$ cat config.mk
export PLATFORM = sky130hd
export DESIGN_NAME = rt_ibex_pcs_ctrl_flat
export DESIGN_NICKNAME = d
export VERILOG_FILES = /design/src/rtl/rt_ibex_pcs_ctrl_if.sv /design/src/rtl/rt_ibex_pcs_ctrl.sv /design/src/flat_wrapper.sv
export SDC_FILE = /design/constraint.sdc
export NUM_CORES = 2
export LEC_CHECK = 0
export ABC_AREA = 1
export CAP_MARGIN = 25
export CORE_AREA = 4 4 497 499
export DETAILED_ROUTE_END_ITERATION = 16
export DIE_AREA = 0 0 501 503
export DONT_BUFFER_PORTS = 1
export GPL_TIMING_DRIVEN = 0
export PLACE_DENSITY = 0.48
export SYNTH_ARGS = -nofsm -noshare
export SYNTH_HDL_FRONTEND = slang
export SYNTH_SLANG_ARGS = --single-unit
$ cat constraint.sdc
create_clock -name clk_i -period 62.8 [get_ports clk_i]
set_input_delay 6.28 -clock clk_i [delete_from_list [all_inputs] [get_ports clk_i]]
set_output_delay 6.28 -clock clk_i [all_outputs]
set_load 0.02 [all_outputs]
$ cat src/rtl/rt_ibex_pcs_ctrl_if.sv
// Frame-memory bus between the PCS sequencer (master) and the frame memory (slave).
// One word per beat: request held until granted, read data returned on a later rvalid.
interface rt_ibex_pcs_ctrl_if #(
    parameter int unsigned DataWidth = 32,
    parameter int unsigned AddrWidth = 7
);
    logic                 mem_req_o;
    logic                 mem_we_o;
    logic [AddrWidth-1:0] mem_addr_o;
    logic [DataWidth-1:0] mem_wdata_o;
    logic                 mem_gnt_i;
    logic                 mem_rvalid_i;
    logic [DataWidth-1:0] mem_rdata_i;

    modport master (
        output mem_req_o, mem_we_o, mem_addr_o, mem_wdata_o,
        input  mem_gnt_i, mem_rvalid_i, mem_rdata_i
    );

    modport slave (
        input  mem_req_o, mem_we_o, mem_addr_o, mem_wdata_o,
        output mem_gnt_i, mem_rvalid_i, mem_rdata_i
    );
endinterface

$ cat src/rtl/rt_ibex_pcs_ctrl.sv
// PCS frame spill/fill sequencer. Snapshots the saved-register frame on PCS interrupt
// entry and writes it serially to the frame memory; on mret reads the top frame back
// and presents it with a one-cycle restore strobe. One push may be parked while busy.
// Optional performance counters: define RT_IBEX_PCS_CTRL_PERF_EN.
module rt_ibex_pcs_ctrl #(
    parameter int unsigned NrSavedRegs   = 18,
    parameter int unsigned DataWidth     = 32,
    parameter int unsigned Depth         = 4,
    parameter int unsigned IrqLevelWidth = 8,
    localparam int unsigned FrameW    = NrSavedRegs * DataWidth,
    localparam int unsigned AddrWidth = $clog2(Depth * NrSavedRegs),
    localparam int unsigned DepthW    = $clog2(Depth + 1)
) (
    input  logic                     clk_i,
    input  logic                     rst_i,
    input  logic                     irq_ack_i,
    input  logic                     irq_is_pcs_i,
    input  logic [IrqLevelWidth-1:0] irq_level_i,
    input  logic                     next_mret_i,
    input  logic [FrameW-1:0]        frame_i,
    output logic [FrameW-1:0]        frame_o,
    output logic                     restore_en_o,
    output logic                     busy_o,
    rt_ibex_pcs_ctrl_if.master       mem,
    output logic [DepthW-1:0]        depth_o,
    output logic [IrqLevelWidth-1:0] level_o,
    output logic                     overflow_o,
    output logic [15:0]              perf_saves_o,
    output logic [15:0]              perf_stall_o
);
    localparam int unsigned BeatW   = $clog2(NrSavedRegs);
    localparam int unsigned LvlIdxW = $clog2(Depth);

    typedef enum logic [2:0] {S_IDLE, S_SAVE, S_RD_REQ, S_RD_WAIT, S_DONE} state_e;

    state_e                   r_state;
    state_e                   w_state_nxt;
    logic [BeatW-1:0]         r_beat;
    logic [DepthW-1:0]        r_depth;
    logic [IrqLevelWidth-1:0] r_lvl_stack [Depth];
    logic [FrameW-1:0]        r_save_buf;
    logic [IrqLevelWidth-1:0] r_save_lvl;
    logic [FrameW-1:0]        r_pend_frame;
    logic [IrqLevelWidth-1:0] r_pend_lvl;
    logic                     r_pend_vld;
    logic                     r_overflow;
    logic [FrameW-1:0]        r_frame;

    logic                     w_push;
    logic                     w_pop;
    logic                     w_room;
    logic                     w_last_beat;
    logic                     w_save_done;
    logic [DepthW-1:0]        w_slot;
    logic [LvlIdxW-1:0]       w_top_idx;
    logic [LvlIdxW-1:0]       w_wr_idx;

    assign w_push      = irq_ack_i & irq_is_pcs_i;
    assign w_pop       = next_mret_i & (r_depth != '0);
    assign w_room      = (r_depth < DepthW'(Depth));
    assign w_last_beat = (r_beat == BeatW'(NrSavedRegs - 1));
    assign w_save_done = (r_state == S_SAVE) & mem.mem_gnt_i & w_last_beat;
    // Saves target the next free slot, reads the current top slot.
    assign w_slot      = (r_state == S_SAVE) ? r_depth : (r_depth - DepthW'(1));
    assign w_top_idx   = LvlIdxW'(r_depth - DepthW'(1));
    assign w_wr_idx    = LvlIdxW'(r_depth);

    assign frame_o    = r_frame;
    assign depth_o    = r_depth;
    assign overflow_o = r_overflow;
    assign level_o    = (r_depth == '0) ? '0 : r_lvl_stack[w_top_idx];

    // State register; reset abandons any transfer in flight.
    always_ff @(posedge clk_i) begin
        if (rst_i) r_state <= S_IDLE;
        else       r_state <= w_state_nxt;
    end

    // Next-state and bus outputs; address/data held constant while a request waits for grant.
    always_comb begin
        w_state_nxt      = r_state;
        busy_o           = (r_state != S_IDLE);
        restore_en_o     = 1'b0;
        mem.mem_req_o    = 1'b0;
        mem.mem_we_o     = 1'b0;
        mem.mem_addr_o   = '0;
        mem.mem_wdata_o  = '0;
        case (r_state)
            S_IDLE: begin
                if (r_pend_vld) begin
                    if (w_room) w_state_nxt = S_SAVE;
                end else if (w_push) begin
                    if (w_room) w_state_nxt = S_SAVE;
                end else if (w_pop) begin
                    w_state_nxt = S_RD_REQ;
                end
            end
            S_SAVE: begin
                mem.mem_req_o   = 1'b1;
                mem.mem_we_o    = 1'b1;
                mem.mem_addr_o  = AddrWidth'(w_slot) * AddrWidth'(NrSavedRegs) + AddrWidth'(r_beat);
                mem.mem_wdata_o = r_save_buf[r_beat*DataWidth +: DataWidth];
                if (w_save_done) w_state_nxt = S_IDLE;
            end
            S_RD_REQ: begin
                mem.mem_req_o  = 1'b1;
                mem.mem_addr_o = AddrWidth'(w_slot) * AddrWidth'(NrSavedRegs) + AddrWidth'(r_beat);
                if (mem.mem_gnt_i) w_state_nxt = S_RD_WAIT;
            end
            S_RD_WAIT: begin
                if (mem.mem_rvalid_i) w_state_nxt = w_last_beat ? S_DONE : S_RD_REQ;
            end
            S_DONE: begin
                restore_en_o = 1'b1;
                w_state_nxt  = S_IDLE;
            end
            default: w_state_nxt = S_IDLE;
        endcase
    end

    // Beat counter, depth/level stack, beat buffers, pending slot and sticky overflow.
    always_ff @(posedge clk_i) begin
        if (rst_i) begin
            r_beat     <= '0;
            r_depth    <= '0;
            r_pend_vld <= 1'b0;
            r_overflow <= 1'b0;
            r_frame    <= '0;
        end else begin
            case (r_state)
                S_IDLE: begin
                    r_beat <= '0;
                    if (r_pend_vld) begin
                        if (w_room) begin
                            r_save_buf <= r_pend_frame;
                            r_save_lvl <= r_pend_lvl;
                        end else begin
                            r_overflow <= 1'b1;
                        end
                    end else if (w_push) begin
                        if (w_room) begin
                            r_save_buf <= frame_i;
                            r_save_lvl <= irq_level_i;
                        end else begin
                            r_overflow <= 1'b1;
                        end
                    end
                end
                S_SAVE: begin
                    if (w_save_done) begin
                        r_depth               <= r_depth + DepthW'(1);
                        r_lvl_stack[w_wr_idx] <= r_save_lvl;
                        r_beat                <= '0;
                    end else if (mem.mem_gnt_i) begin
                        r_beat <= r_beat + BeatW'(1);
                    end
                end
                S_RD_WAIT: begin
                    if (mem.mem_rvalid_i) begin
                        r_frame[r_beat*DataWidth +: DataWidth] <= mem.mem_rdata_i;
                        if (!w_last_beat) r_beat <= r_beat + BeatW'(1);
                    end
                end
                S_DONE: begin
                    r_depth <= r_depth - DepthW'(1);
                    r_beat  <= '0;
                end
                default: ;
            endcase

            // A push that cannot start now is parked; the slot is drained from IDLE.
            if (r_state == S_IDLE) begin
                if (r_pend_vld) begin
                    r_pend_vld <= w_push;
                    if (w_push) begin
                        r_pend_frame <= frame_i;
                        r_pend_lvl   <= irq_level_i;
                    end
                end
            end else if (w_push) begin
                if (r_pend_vld) begin
                    r_overflow <= 1'b1;
                end else begin
                    r_pend_vld   <= 1'b1;
                    r_pend_frame <= frame_i;
                    r_pend_lvl   <= irq_level_i;
                end
            end
        end
    end

`ifdef RT_IBEX_PCS_CTRL_PERF_EN
    logic [15:0] r_perf_saves;
    logic [15:0] r_perf_stall;

    // Saturating save and stall counters.
    always_ff @(posedge clk_i) begin
        if (rst_i) begin
            r_perf_saves <= '0;
            r_perf_stall <= '0;
        end else begin
            if (w_save_done && (r_perf_saves != 16'hFFFF)) r_perf_saves <= r_perf_saves + 16'd1;
            if (busy_o && (r_perf_stall != 16'hFFFF))      r_perf_stall <= r_perf_stall + 16'd1;
        end
    end

    assign perf_saves_o = r_perf_saves;
    assign perf_stall_o = r_perf_stall;
`else
    assign perf_saves_o = '0;
    assign perf_stall_o = '0;
`endif
endmodule

$ cat src/flat_wrapper.sv
// flat-port wrapper written by rule: the top's interface ports become plain ports
module rt_ibex_pcs_ctrl_flat 
#(
    parameter int unsigned NrSavedRegs   = 18,
    parameter int unsigned DataWidth     = 32,
    parameter int unsigned Depth         = 4,
    parameter int unsigned IrqLevelWidth = 8,
    localparam int unsigned FrameW    = NrSavedRegs * DataWidth,
    localparam int unsigned AddrWidth = $clog2(Depth * NrSavedRegs),
    localparam int unsigned DepthW    = $clog2(Depth + 1)
)
  (clk_i, rst_i, irq_ack_i, irq_is_pcs_i, irq_level_i, next_mret_i, frame_i, frame_o, restore_en_o, busy_o, depth_o, level_o, overflow_o, perf_saves_o, perf_stall_o, mem_mem_req_o, mem_mem_we_o, mem_mem_addr_o, mem_mem_wdata_o, mem_mem_gnt_i, mem_mem_rvalid_i, mem_mem_rdata_i);
  rt_ibex_pcs_ctrl_if #(.DataWidth(DataWidth), .AddrWidth((7))) mem_i ();
  input  logic clk_i;
  input  logic rst_i;
  input  logic irq_ack_i;
  input  logic irq_is_pcs_i;
  input  logic [IrqLevelWidth-1:0] irq_level_i;
  input  logic next_mret_i;
  input  logic [FrameW-1:0] frame_i;
  output logic [FrameW-1:0] frame_o;
  output logic restore_en_o;
  output logic busy_o;
  output logic [DepthW-1:0] depth_o;
  output logic [IrqLevelWidth-1:0] level_o;
  output logic overflow_o;
  output logic [15:0] perf_saves_o;
  output logic [15:0] perf_stall_o;
  output wire logic [$bits(mem_i.mem_req_o)-1:0] mem_mem_req_o;
  output wire logic [$bits(mem_i.mem_we_o)-1:0] mem_mem_we_o;
  output wire logic [$bits(mem_i.mem_addr_o)-1:0] mem_mem_addr_o;
  output wire logic [$bits(mem_i.mem_wdata_o)-1:0] mem_mem_wdata_o;
  input wire logic [$bits(mem_i.mem_gnt_i)-1:0] mem_mem_gnt_i;
  input wire logic [$bits(mem_i.mem_rvalid_i)-1:0] mem_mem_rvalid_i;
  input wire logic [$bits(mem_i.mem_rdata_i)-1:0] mem_mem_rdata_i;
  assign mem_mem_req_o = mem_i.mem_req_o;
  assign mem_mem_we_o = mem_i.mem_we_o;
  assign mem_mem_addr_o = mem_i.mem_addr_o;
  assign mem_mem_wdata_o = mem_i.mem_wdata_o;
  assign mem_i.mem_gnt_i = mem_mem_gnt_i;
  assign mem_i.mem_rvalid_i = mem_mem_rvalid_i;
  assign mem_i.mem_rdata_i = mem_mem_rdata_i;
  rt_ibex_pcs_ctrl #(.NrSavedRegs(NrSavedRegs), .DataWidth(DataWidth), .Depth(Depth), .IrqLevelWidth(IrqLevelWidth)) u_core (.clk_i(clk_i), .rst_i(rst_i), .irq_ack_i(irq_ack_i), .irq_is_pcs_i(irq_is_pcs_i), .irq_level_i(irq_level_i), .next_mret_i(next_mret_i), .frame_i(frame_i), .frame_o(frame_o), .restore_en_o(restore_en_o), .busy_o(busy_o), .mem(mem_i), .depth_o(depth_o), .level_o(level_o), .overflow_o(overflow_o), .perf_saves_o(perf_saves_o), .perf_stall_o(perf_stall_o));
endmodule
==> impl_metrics.ini <==
[timing]
clock_skew_ns = 0.0656
slew_headroom_pct = 24.0
drv_slew = 0
hold-worst-slack_ns = 0.482
fin_crit_sh_pct = 19.2
setup_slack_ns = 50.76
tightest_slew_ns = 1.14
min_period_ns = 12.04
setup_viol = 0
hold_violations = 0
finalSetupTns_ns = 0
rsz0062_at_grt = false
max_freq_mhz = 83.0

[layout]
nets = 9701
fillers = 24992
area_delta_synth_final_pct = 16.8
layout_commonest_cell = nand2_1
layout_common_cells = 3758 x nand2_1, 1200 x edfxtp_1, 739 x nor2_1, 666 x inv_1, 589 x dfxtp_1
drive_above_1_share_pct = 6.72
final_area_sq_um = 89200

[drt]
antenna_left = 0
drtIter0Drc = 6463
drt-total-wl_microns = 374000
drc = 0
routed-via-count = 62154
drtPass1Iterations = 6
viasPerCell = 4.94
wl_per_cell_microns = 29.7

[yosys]
ys_seq_area_share_pct = 62.6
yosys_warnings = 0
synthCells = 8758
synth_top_area_share_pct = 47.2
netlist_top_cells_area = edfxtp_1 47%, nand2_1 18%, dfxtp_1 15%
synth_edf_count = 1200
synth.distinct_cells = 38
synthFlopType = edfxtp_1
synth_seq_cells = 1789
synth.avg_cell_area_sq_um = 8.72
synth_area_sq_um = 76400
synth_largest_area_cell = edfxtp_1
async_flop_share_pct = 0

[die]
die_area_sq_um = 252000
die_height_microns = 503
core_area_sq_um = 243000
die_x_microns = 501
initial_core_util_pct = 31.5
ioPinCount = 1286
placement_rows = 181

[setup_path]
worst-path-buf-inv = 6
cp.required_ns = 56.52
cp_slowest_cell = a21oi_1
worstPathArrival_ns = 5.76
cp-start-kind = register
reg2reg_slack_ns = 57.53
worstSetupPathType = register to output pin
path_cells = clkbuf_1 -> clkinv_1 -> clkbuf_1 -> ha_1 -> buf_2 -> clkinv_1 -> nand2_1 -> o21ai_0 -> fa_1 -> nand2_1 -> inv_1 -> o21ai_0 -> nand2_1 -> a21oi_1
critical-path-top-delay-family = buffers and inverters
endpoint_kind = output pin
cp_slowest_stage_delay_ns = 0.76
cp_max_fo = 11
cp_common_cell = nand2_1

[global_routing]
grt_usage_pct = 28.6
grt_pass1_vias = 58434
grt_max_degree = 33
antenna_found_initial = 111
grt_pass1_wl_microns = 496000
overflow = 0

[cts]
cts_max_level = 4
cts_resized = 0
cts_setup_buffers = 0
cts_tree = yes
hold_buffers = 0
cts_buffer_depth = 3
root_buffer = clkbuf_16
clock_latency_ns = 0.87
cts.sinks = 1789
cts.clk_slew.worst_paths_ns = 0.06
cts-buffers-inserted = 201

[place]
place_congestion = 0.982
io_buffers = 0
dp_slack_ns = 51.77
hpwl_microns = 305000
place_area_sq_um = 81700

[pwr]
peakVddDrop_mv = 0.0288
total_leakage_power_uw = 0.0366
powerDensity_nw_per_um2 = 36.9
finalPower_uw = 3290

[run_status]
status = finished, final reports clean

[job]
maxCapViolations = 0

[worst_hold_path]
hold_class = register to register
-- final cells by class --
cell class                      count  area, sq um  share of cell area [%]
Antenna cell                      161          403                   0.452
Buffer                            561         2490                    2.79
Clock buffer                      257         5410                    6.06
Clock inverter                    115         1650                    1.85
Inverter                          684         2570                    2.88
Multi-Input combinational cell   5755        23600                    26.5
Sequential cell                  1789        47800                    53.6
Tap cell                         3202         4010                    4.49
Timing Repair Buffer               70         1230                    1.38
-- stage by stage --
| stage | utilization, % | cells |
|---|---|---|
| 2_1_floorplan | - | 8789 |
| 3_3_place_gp | 33.2 | 11991 |
| 3_5_place_dp | 33.7 | 12057 |
| 4_1_cts | 36.6 | 12429 |
| 5_1_grt | 36.7 | 12535 |
| 6_report | 36.8 | 12594 |
-- sequential cells by signal, summed over array words and instances (netlist names) --
name,count
u_core.r_pend_vld,1
u_core.r_lvl_stack,32
u_core.r_pend_frame,576
u_core.r_save_buf,576
u_core.overflow_o,1
u_core.r_save_lvl,8
u_core.r_state,3
u_core.depth_o,3
u_core.r_pend_lvl,8
u_core.frame_o,576
u_core.r_beat,5
-- layer usage --
metal  vias to the layer above  routed length (microns)  GRT usage (%)
li1                      28684                        -              -
met2                      2837                   177000           47.0
met4                        48                    18600           14.0
met1                     29931                   132000           30.9
met3                       654                    45900           13.5
met5                         -                      373              0
-- worst min-delay path: stages (launching register included) --
cell and delay, ns:
edfxtp_1 0.33, nand2_1 0.05, nand2_1 0.05
-- cells in the mapped netlist, types with 6 or more instances --
cell,count
nand4_1,74
nand3_1,532
o21ai_1,22
o21ai_0,94
nand2_1,3758
inv_1,666
nand2_2,10
nor3_1,9
nand3b_1,25
nor2_1,740
inv_2,13
a21oi_1,403
buf_4,53
nor3b_1,11
buf_1,47
dfxtp_1,589
clkbuf_1,320
ha_1,15
edfxtp_1,1200
buf_2,137
nor2_2,6
-- power breakdown --
| group | switching, uW | total [uW] | internal (uW) |
|---|---|---|---|
| combinational | 517 | 652 | 135 |
| sequential | 20.3 | 1370 | 1350 |
| clock | 533 | 1270 | 738 |
| total | 1070 | 3290 | 2220 |
-- worst paths after layout --
path,startpoint,to,depth (start not counted)
hold reg to reg,u_core.r_pend_frame[78],u_core.r_save_buf[78],2
hold / removal,u_core.r_pend_frame[78],u_core.r_save_buf[78],2
setup / recovery,u_core.depth_o[0],mem_mem_addr_o[5],14
setup reg to reg,u_core.r_beat[0],u_core.frame_o[309],17
-- cell families after synthesis --
family                   after synthesis  synth area share, %
adder cells (fa/ha/maj)               16                0.272
XOR/XNOR                               2               0.0229
other                                  1              0.00491
buffers and inverters               1245                 6.63
flip-flops                          1789                 62.6
AO/OA/AOI/OAI                        524                 3.45
AND/OR/NAND/NOR                     5181                 27.0
Power figures use the tool's default switching activity.
